--- src/rtl/barrido_controller.sv ---
`default_nettype none
// ============================================================================
// barrido_controller : sweeps every N_IN-bit input vector in ascending order,
// holding each for DWELL cycles, and collects x/y hit counts plus a MISR.
// Revision 1.0
// ============================================================================
module barrido_controller #(
   parameter int N_IN  = 6,
   parameter int DWELL = 1
) (
   input  logic            clk,
   input  logic            rst_n,
   input  logic            start,
   input  logic            abort,
   output logic [N_IN-1:0] vec_o,
   input  logic            x_i,
   input  logic            y_i,
   output logic            busy,
   output logic            done,
   output logic            results_valid,
   output logic [N_IN:0]   cnt_x,
   output logic [N_IN:0]   cnt_y,
   output logic [7:0]      sig
);

   localparam int              DW_W       = (DWELL > 1) ? $clog2(DWELL) : 1;
   localparam logic [DW_W-1:0] DWELL_LAST = DW_W'(DWELL - 1);
   localparam logic [DW_W-1:0] DW_ONE     = DW_W'(1);
   localparam logic [N_IN-1:0] VEC_LAST   = '1;
   localparam logic [N_IN-1:0] VEC_ONE    = N_IN'(1);

   typedef enum logic [1:0] {
      S_IDLE = 2'd0,
      S_RUN  = 2'd1,
      S_DONE = 2'd2
   } state_t;

   state_t            state_q, state_d;
   logic [N_IN-1:0]   vec_q, vec_d;
   logic [DW_W-1:0]   dwell_q, dwell_d;
   logic [N_IN:0]     cnt_x_q, cnt_x_d;
   logic [N_IN:0]     cnt_y_q, cnt_y_d;
   logic [7:0]        sig_q, sig_d;
   logic              valid_q, valid_d;

   always_comb begin
      state_d = state_q;
      vec_d   = vec_q;
      dwell_d = dwell_q;
      cnt_x_d = cnt_x_q;
      cnt_y_d = cnt_y_q;
      sig_d   = sig_q;
      valid_d = valid_q;
      case (state_q)
         S_IDLE: begin
            if (start) begin
               state_d = S_RUN;
               vec_d   = '0;
               dwell_d = '0;
               cnt_x_d = '0;
               cnt_y_d = '0;
               sig_d   = '0;
               valid_d = 1'b0;
            end
         end
         S_RUN: begin
            // Abort outranks a coincident sample edge; partial results stay invalid.
            if (abort) begin
               state_d = S_IDLE;
               vec_d   = '0;
               dwell_d = '0;
            end else if (dwell_q != DWELL_LAST) begin
               dwell_d = dwell_q + DW_ONE;
            end else begin
               cnt_x_d = cnt_x_q + {{N_IN{1'b0}}, x_i};
               cnt_y_d = cnt_y_q + {{N_IN{1'b0}}, y_i};
               sig_d   = {sig_q[6:0], sig_q[7]} ^ {6'b0, y_i, x_i};
               vec_d   = vec_q + VEC_ONE;
               dwell_d = '0;
               if (vec_q == VEC_LAST) begin
                  state_d = S_DONE;
                  valid_d = 1'b1;
               end
            end
         end
         S_DONE:  state_d = S_IDLE;
         default: state_d = S_IDLE;
      endcase
   end

   always_ff @(posedge clk) begin
      if (!rst_n) begin
         state_q <= S_IDLE;
         vec_q   <= '0;
         dwell_q <= '0;
         cnt_x_q <= '0;
         cnt_y_q <= '0;
         sig_q   <= '0;
         valid_q <= 1'b0;
      end else begin
         state_q <= state_d;
         vec_q   <= vec_d;
         dwell_q <= dwell_d;
         cnt_x_q <= cnt_x_d;
         cnt_y_q <= cnt_y_d;
         sig_q   <= sig_d;
         valid_q <= valid_d;
      end
   end

   assign vec_o         = vec_q;
   assign busy          = (state_q == S_RUN);
   assign done          = (state_q == S_DONE);
   assign results_valid = valid_q;
   assign cnt_x         = cnt_x_q;
   assign cnt_y         = cnt_y_q;
   assign sig           = sig_q;

endmodule
`default_nettype wire

--- config.mk ---
export PLATFORM = sky130hd
export DESIGN_NAME = barrido_controller
export DESIGN_NICKNAME = d
export VERILOG_FILES = /design/src/rtl/barrido_controller.sv
export SDC_FILE = /design/constraint.sdc
export NUM_CORES = 1
export LEC_CHECK = 0
export ABC_CLOCK_PERIOD_IN_PS = 2500
export CAP_MARGIN = 25
export CORE_UTILIZATION = 52
export CTS_CLUSTER_SIZE = 12
export DETAILED_ROUTE_END_ITERATION = 10
export PLACE_DENSITY = 0.86
export SYNTH_ARGS = -nofsm -noshare
export SYNTH_HDL_FRONTEND = slang
export SYNTH_SLANG_ARGS = --single-unit
--- constraint.sdc ---
create_clock -name clk -period 2.5 [get_ports clk]
set_input_delay 0.5 -clock clk [delete_from_list [all_inputs] [get_ports clk]]
set_output_delay 0.5 -clock clk [all_outputs]
set_load 0.05 [all_outputs]
After elaboration in Yosys (flattened, before gate mapping). Index checks and enable logic that the tools add are counted.

Bits in registers: 32. Input port bits: 6. Output and inout port bits: 31. Word-level logic and storage cells: 56.

Add/sub/neg operators: 4. Equality and inequality tests: 9. Multiplexer cells: 28. Bitwise logic cells: 1. Reductions and logical operators: 7.

Operators by type and width (number): $mux 7 (5); $pmux 7 s2 (2); $mux 8 (3); $mux 6 (3); $pmux 8 s2 (1); $add 7x1->7 (2); $pmux 6 s2 (1); $mux 2 (4); $xor 8x2->8 (1); $add 6x1->6 const B (1); $eq 6x6->1 const B (1); $mux 1 (6); $ne 2x2->1 const B (3); $reduce_and 3->1 (2); $reduce_and 5->1 (1); $pmux 1 s2 (2); $pmux 2 s2 (1); $reduce_and 4->1 (1); $ne 3x2->1 const B (1); $ne 3x3->1 const B (1); $eq 2x1->1 const B (1); $eq 2x2->1 const B (1); $logic_not 2->1 (1); $ne 2x1->1 const B (1); 3 further kinds (3).

Depth between registers and ports, before layout.
Depth in word-level cells: 5. Mapped depth: 7. Mapped depth without buffers: 6.

Least setup slack after synthesis. No wires, ideal clock.

Path type: register to register. Start point: register cnt_x_q[0] (netlist: cnt_x[0]). End point: register cnt_x_q[4] (netlist: cnt_x[4]). Setup time: 128 ps. Arrival time: 1628 ps. Data required time: 2372 ps. Path slack: 745 ps. Cell stages (with the launch flop): 7. Buffers on the path: 0. Clock period less this slack: 1755 ps. Cells stage by stage: dfxtp_1 -> ha_1 -> ha_1 -> inv_1 -> a2111oi_2 -> xnor2_1 -> nor2_1.

Cells in the longest elaborated chain, start to end: 4.

Ends and longest elaborated chain: from (decl) (RTL line 41) `logic [N_IN:0] cnt_x_q, cnt_x_d;`; from (signal assigned) (RTL line 104) `cnt_x_q <= cnt_x_d;`; $add 7x1->7 (RTL line 75) `cnt_x_d = cnt_x_q + {{N_IN{1'b0}}, x_i};`; $mux 7 (RTL line 72) `end else if (dwell_q != DWELL_LAST) begin`; $mux 7 (RTL line 68) `if (abort) begin`; $pmux 7 s2 (RTL line 54) `case (state_q)`.

No other way between the ends. The select of a mux whose other input is x is not followed. A chain may end at the register's enable or synchronous reset.

Final worst setup path.
Start point: register state_q[0]. End point: output busy.

Cells in the longest elaborated chain, start to end: 1.

Ends and longest elaborated chain: from (decl) (RTL line 38) `state_t state_q, state_d;`; from (signal assigned) (RTL line 101) `state_q <= state_d;`; $eq 2x1->1 (RTL line 112) `assign busy = (state_q == S_RUN);`; to (decl) (RTL line 18) `output logic busy,`.

No other way between the ends.

==> impl_metrics.toml <==
[status]
status = "complete, no violations"

[power]
power.switching_mw = 0.2237
p_sw_share_pct = 25.91
combPwrFrac_pct = 10.4
power.internal_mw = 0.6395
p_per_area_mw_per_mm2 = 462.4
ir_drop_v = 0.0004532
p_leak_nw = 0.6633
sequentialPowerShare_pct = 58.2
p_clk_share_pct = 31.3

[logic_synthesis]
yosys_register_bits = 31
netlist_area_mm2 = 0.001463
ys_types = 34
avgSynthCellArea_um2 = 9.560
syn-num-nets = 164
yosys_warnings = 0
synthCells = 153
yosysSeqAreaShare_pct = 42.43

[timing]
finalMaxSlewViolations = 0
grt_setup_unrepaired = "no"
max_slew_margin_pct = 64.79
hold_viol_final = 0
skew_ns = 0.009471
fin_setup_tns_ns = 0
fin_crit_ns = 2.281
setup_violations = 0
tightest_slew_ns = 0.5265
period_share_pct = 91.23
maxClockFrequency_mhz = 438.4

[global_routing]
grt.total_usage_pct = 24.62
grt-ovfl-total = 0
grt_pass1_vias = 1210
grt_pass1_wl_mm = 5.209
grt_antenna_before_repair = 0
grt_max_degree = 22

[drt]
avgRoutedWirePerCell_um = 13.85
routed_wl_mm = 3.060
vias_per_cell = 5.697
first_pass_iters = 4
drt-initial-drc-count = 29
drc_errors = 0
ant_nets = 0
num_vias = 1259

[setup_path]
cp_slowest_cell = "clkdlybuf4s50_1"
worstPathCellList = "nor2b_4 -> clkdlybuf4s50_1"
reg2reg_slack_ns = 0.94
critPathKind = "reg -> out"
path_buf_inv = 1
r2r_start = "state_q[0]$_SDFFE_PN0P_"
cp_data_arrival_time_ns = 1.78
path_depth = 2
rr_worst_depth = 4
timing.rr.end = "vec_o[5]$_SDFFE_PN0P_"
endpoint_kind = "output pin"
startpoint_type = "flop"
path_max_fanout = 7
setup.worst_path.start = "state_q[0]$_SDFFE_PN0P_"
crit_family = "buffers and inverters"
cpPeakStageDelay_ns = 0.83
required_ns = 2.00

[cells_and_area]
antennaDiodeCount = 0
n_fill_cell = 220
syn_to_final_growth_pct = 27.63
final_cells = 221
fin_util_pct = 72.71
nets = 201
drive_gt1_share_pct = 11.52

[hold_path]
hold_class = "reg -> reg"
hold_start = "results_valid$_SDFFE_PN0P_"
holdPathEnd = "results_valid$_SDFFE_PN0P_"
min_delay_path_depth = 2

[floorplan]
die_w_um = 55.04
ios = 37
rows = 18
die_h_um = 55.04
die_area_mm2 = 0.003029
core_area_mm2 = 0.002567
initial_core_util_pct = 56.97

[placement]
portBuffers = 36
dp.cells = 213
gp_congestion = 0.8068
hpwl_mm = 2.240

[clock_tree]
h-tree-depth = 2
clk_pin_slew_ns = 0.09
insertion_delay_ns = 0.33
numCtsBuffers = 5
post_cts_buffers = 0
cts_buffer_depth = 2
cts-root-buf = "clkbuf_4"
ctsHoldBuffers = 0
cts.repair.resized = 0
clock-sinks = 31
cts_tree = "done"

[run]
drv_cap = 0
-- through the flow --
stage	worst slack, ns	total power, mW	hold slack [ns]	cell area [um^2]
after CTS	0.1981	0.8732	0.4805	1867
after global routing	0.1433	0.9023	0.5274	1867
after floorplan	0.7447	0.5769	0.6459	1463
after global placement	0.4464	0.6012	0.4571	1817
after detailed placement	0.3668	0.6037	0.4575	1817
final	0.2192	0.8632	0.4852	1867
-- metal layers --
| layer | GRT usage (%) | part of all wire (%) | vias up |
|---|---|---|---|
| li1 | - | - | 620 |
| met1 | 29.02 | 46 | 600 |
| met2 | 40.16 | 47 | 31 |
| met3 | 7.104 | 4.9 | 8 |
| met4 | 12.92 | 2.1 | 0 |
| met5 | 0 | 0 | - |
-- layout by cell type, fill, tap and decap left out, types with 2 or more instances in the layout --
master / count
nand3_1: 5
o21ai_0: 4
ha_1: 5
a311oi_1: 3
xnor2_1: 11
nand4b_1: 2
a21o_1: 2
nand2_1: 4
nor2_1: 25
inv_1: 2
clkdlybuf4s50_1: 35
nor4b_1: 2
a22oi_1: 10
buf_4: 4
a211oi_2: 6
clkbuf_4: 5
a21oi_1: 11
nand2b_1: 4
and3_1: 4
dfxtp_1: 31
clkbuf_1: 2
-- power groups by stage --
stage / Combinational, mW / Clock (mW) / Sequential, mW
floorplan: 0.0528 / 0 / 0.524
global placement: 0.0873 / 0 / 0.514
detailed placement: 0.0894 / 0 / 0.514
CTS: 0.0897 / 0.281 / 0.503
global route: 0.0968 / 0.302 / 0.504
finish: 0.0900 / 0.271 / 0.503
-- state kept, by name, indices dropped and copies added (netlist names) --
signal and flops:
cnt_x 7, vec_o 6, results_valid 1, sig 8
cnt_y 7, state_q 2
-- Yosys cell counts --
cell	count	share of area [%]
nand2_1	4	1.0
or3_1	1	0.43
nand4b_1	2	1.2
o21ai_0	4	1.4
a31oi_1	1	0.43
nor3_1	1	0.34
nor4b_1	2	1.2
dfxtp_1	31	42
nand2b_4	1	0.94
nand3b_4	1	1.4
and2b_4	1	0.68
a211oi_1	1	0.51
o21a_1	1	0.51
a2111oi_2	1	1.0
ha_1	5	4.3
a21o_1	2	1.0
nand3_1	5	1.7
clkbuf_1	2	0.51
or3b_1	1	0.60
and2b_2	1	0.60
xnor2_1	11	6.6
buf_4	1	0.51
nor2b_4	1	0.94
clkinv_1	1	0.26
a21oi_1	11	3.8
buf_6	3	2.3
inv_1	2	0.51
buf_2	3	1.0
a311oi_1	3	1.8
a211oi_2	6	5.1
and3_1	4	1.7
a22oi_1	10	5.1
nor2_1	25	6.4
nand2b_1	4	1.7
-- cell type report --
type                    instances  area [um^2]  area share [%]
flip-flops and latches         31        620.6           33.24
multi-input cells             110        767.0           41.09
clock inverters                 1        5.005          0.2681
well taps                      30        37.54           2.011
repair buffers                 39        380.4           20.38
clock buffers                   7        45.04           2.413
inverters                       3        11.26          0.6032
-- worst reg2reg max path: stages (launching register included) --
cell and delay, ns:
dfxtp_1 0.44, nor2b_4 0.19, and2b_4 0.31, or3b_1 0.38
a31oi_1 0.16
-- worst max path at each step --
stage / slack [ns] / endpoint
final: 0.22 / busy
after global routing: 0.14 / busy
after CTS: 0.20 / busy
after detailed placement: 0.37 / cnt_x[4]$_SDFFE_PN0P_
after global placement: 0.45 / cnt_x[4]$_SDFFE_PN0P_
after floorplan: 0.74 / cnt_x[4]$_SDFFE_PN0P_
-- logic make-up (layout without fill, tap and decap cells) --
family                     count (synthesis)  after routing  synth area share [%]
AOI/OAI and AO/OA                         40             40                 20.70
DFF                                       31             31                 42.43
adders and majority gates                  5              5                 4.277
and+or+nand+nor                           54             54                 20.87
xor gates and xnor gates                  11             11                 6.587
buffers and inverters                     12             50                 5.132
Note: power is estimated with default switching activity, not from simulation.
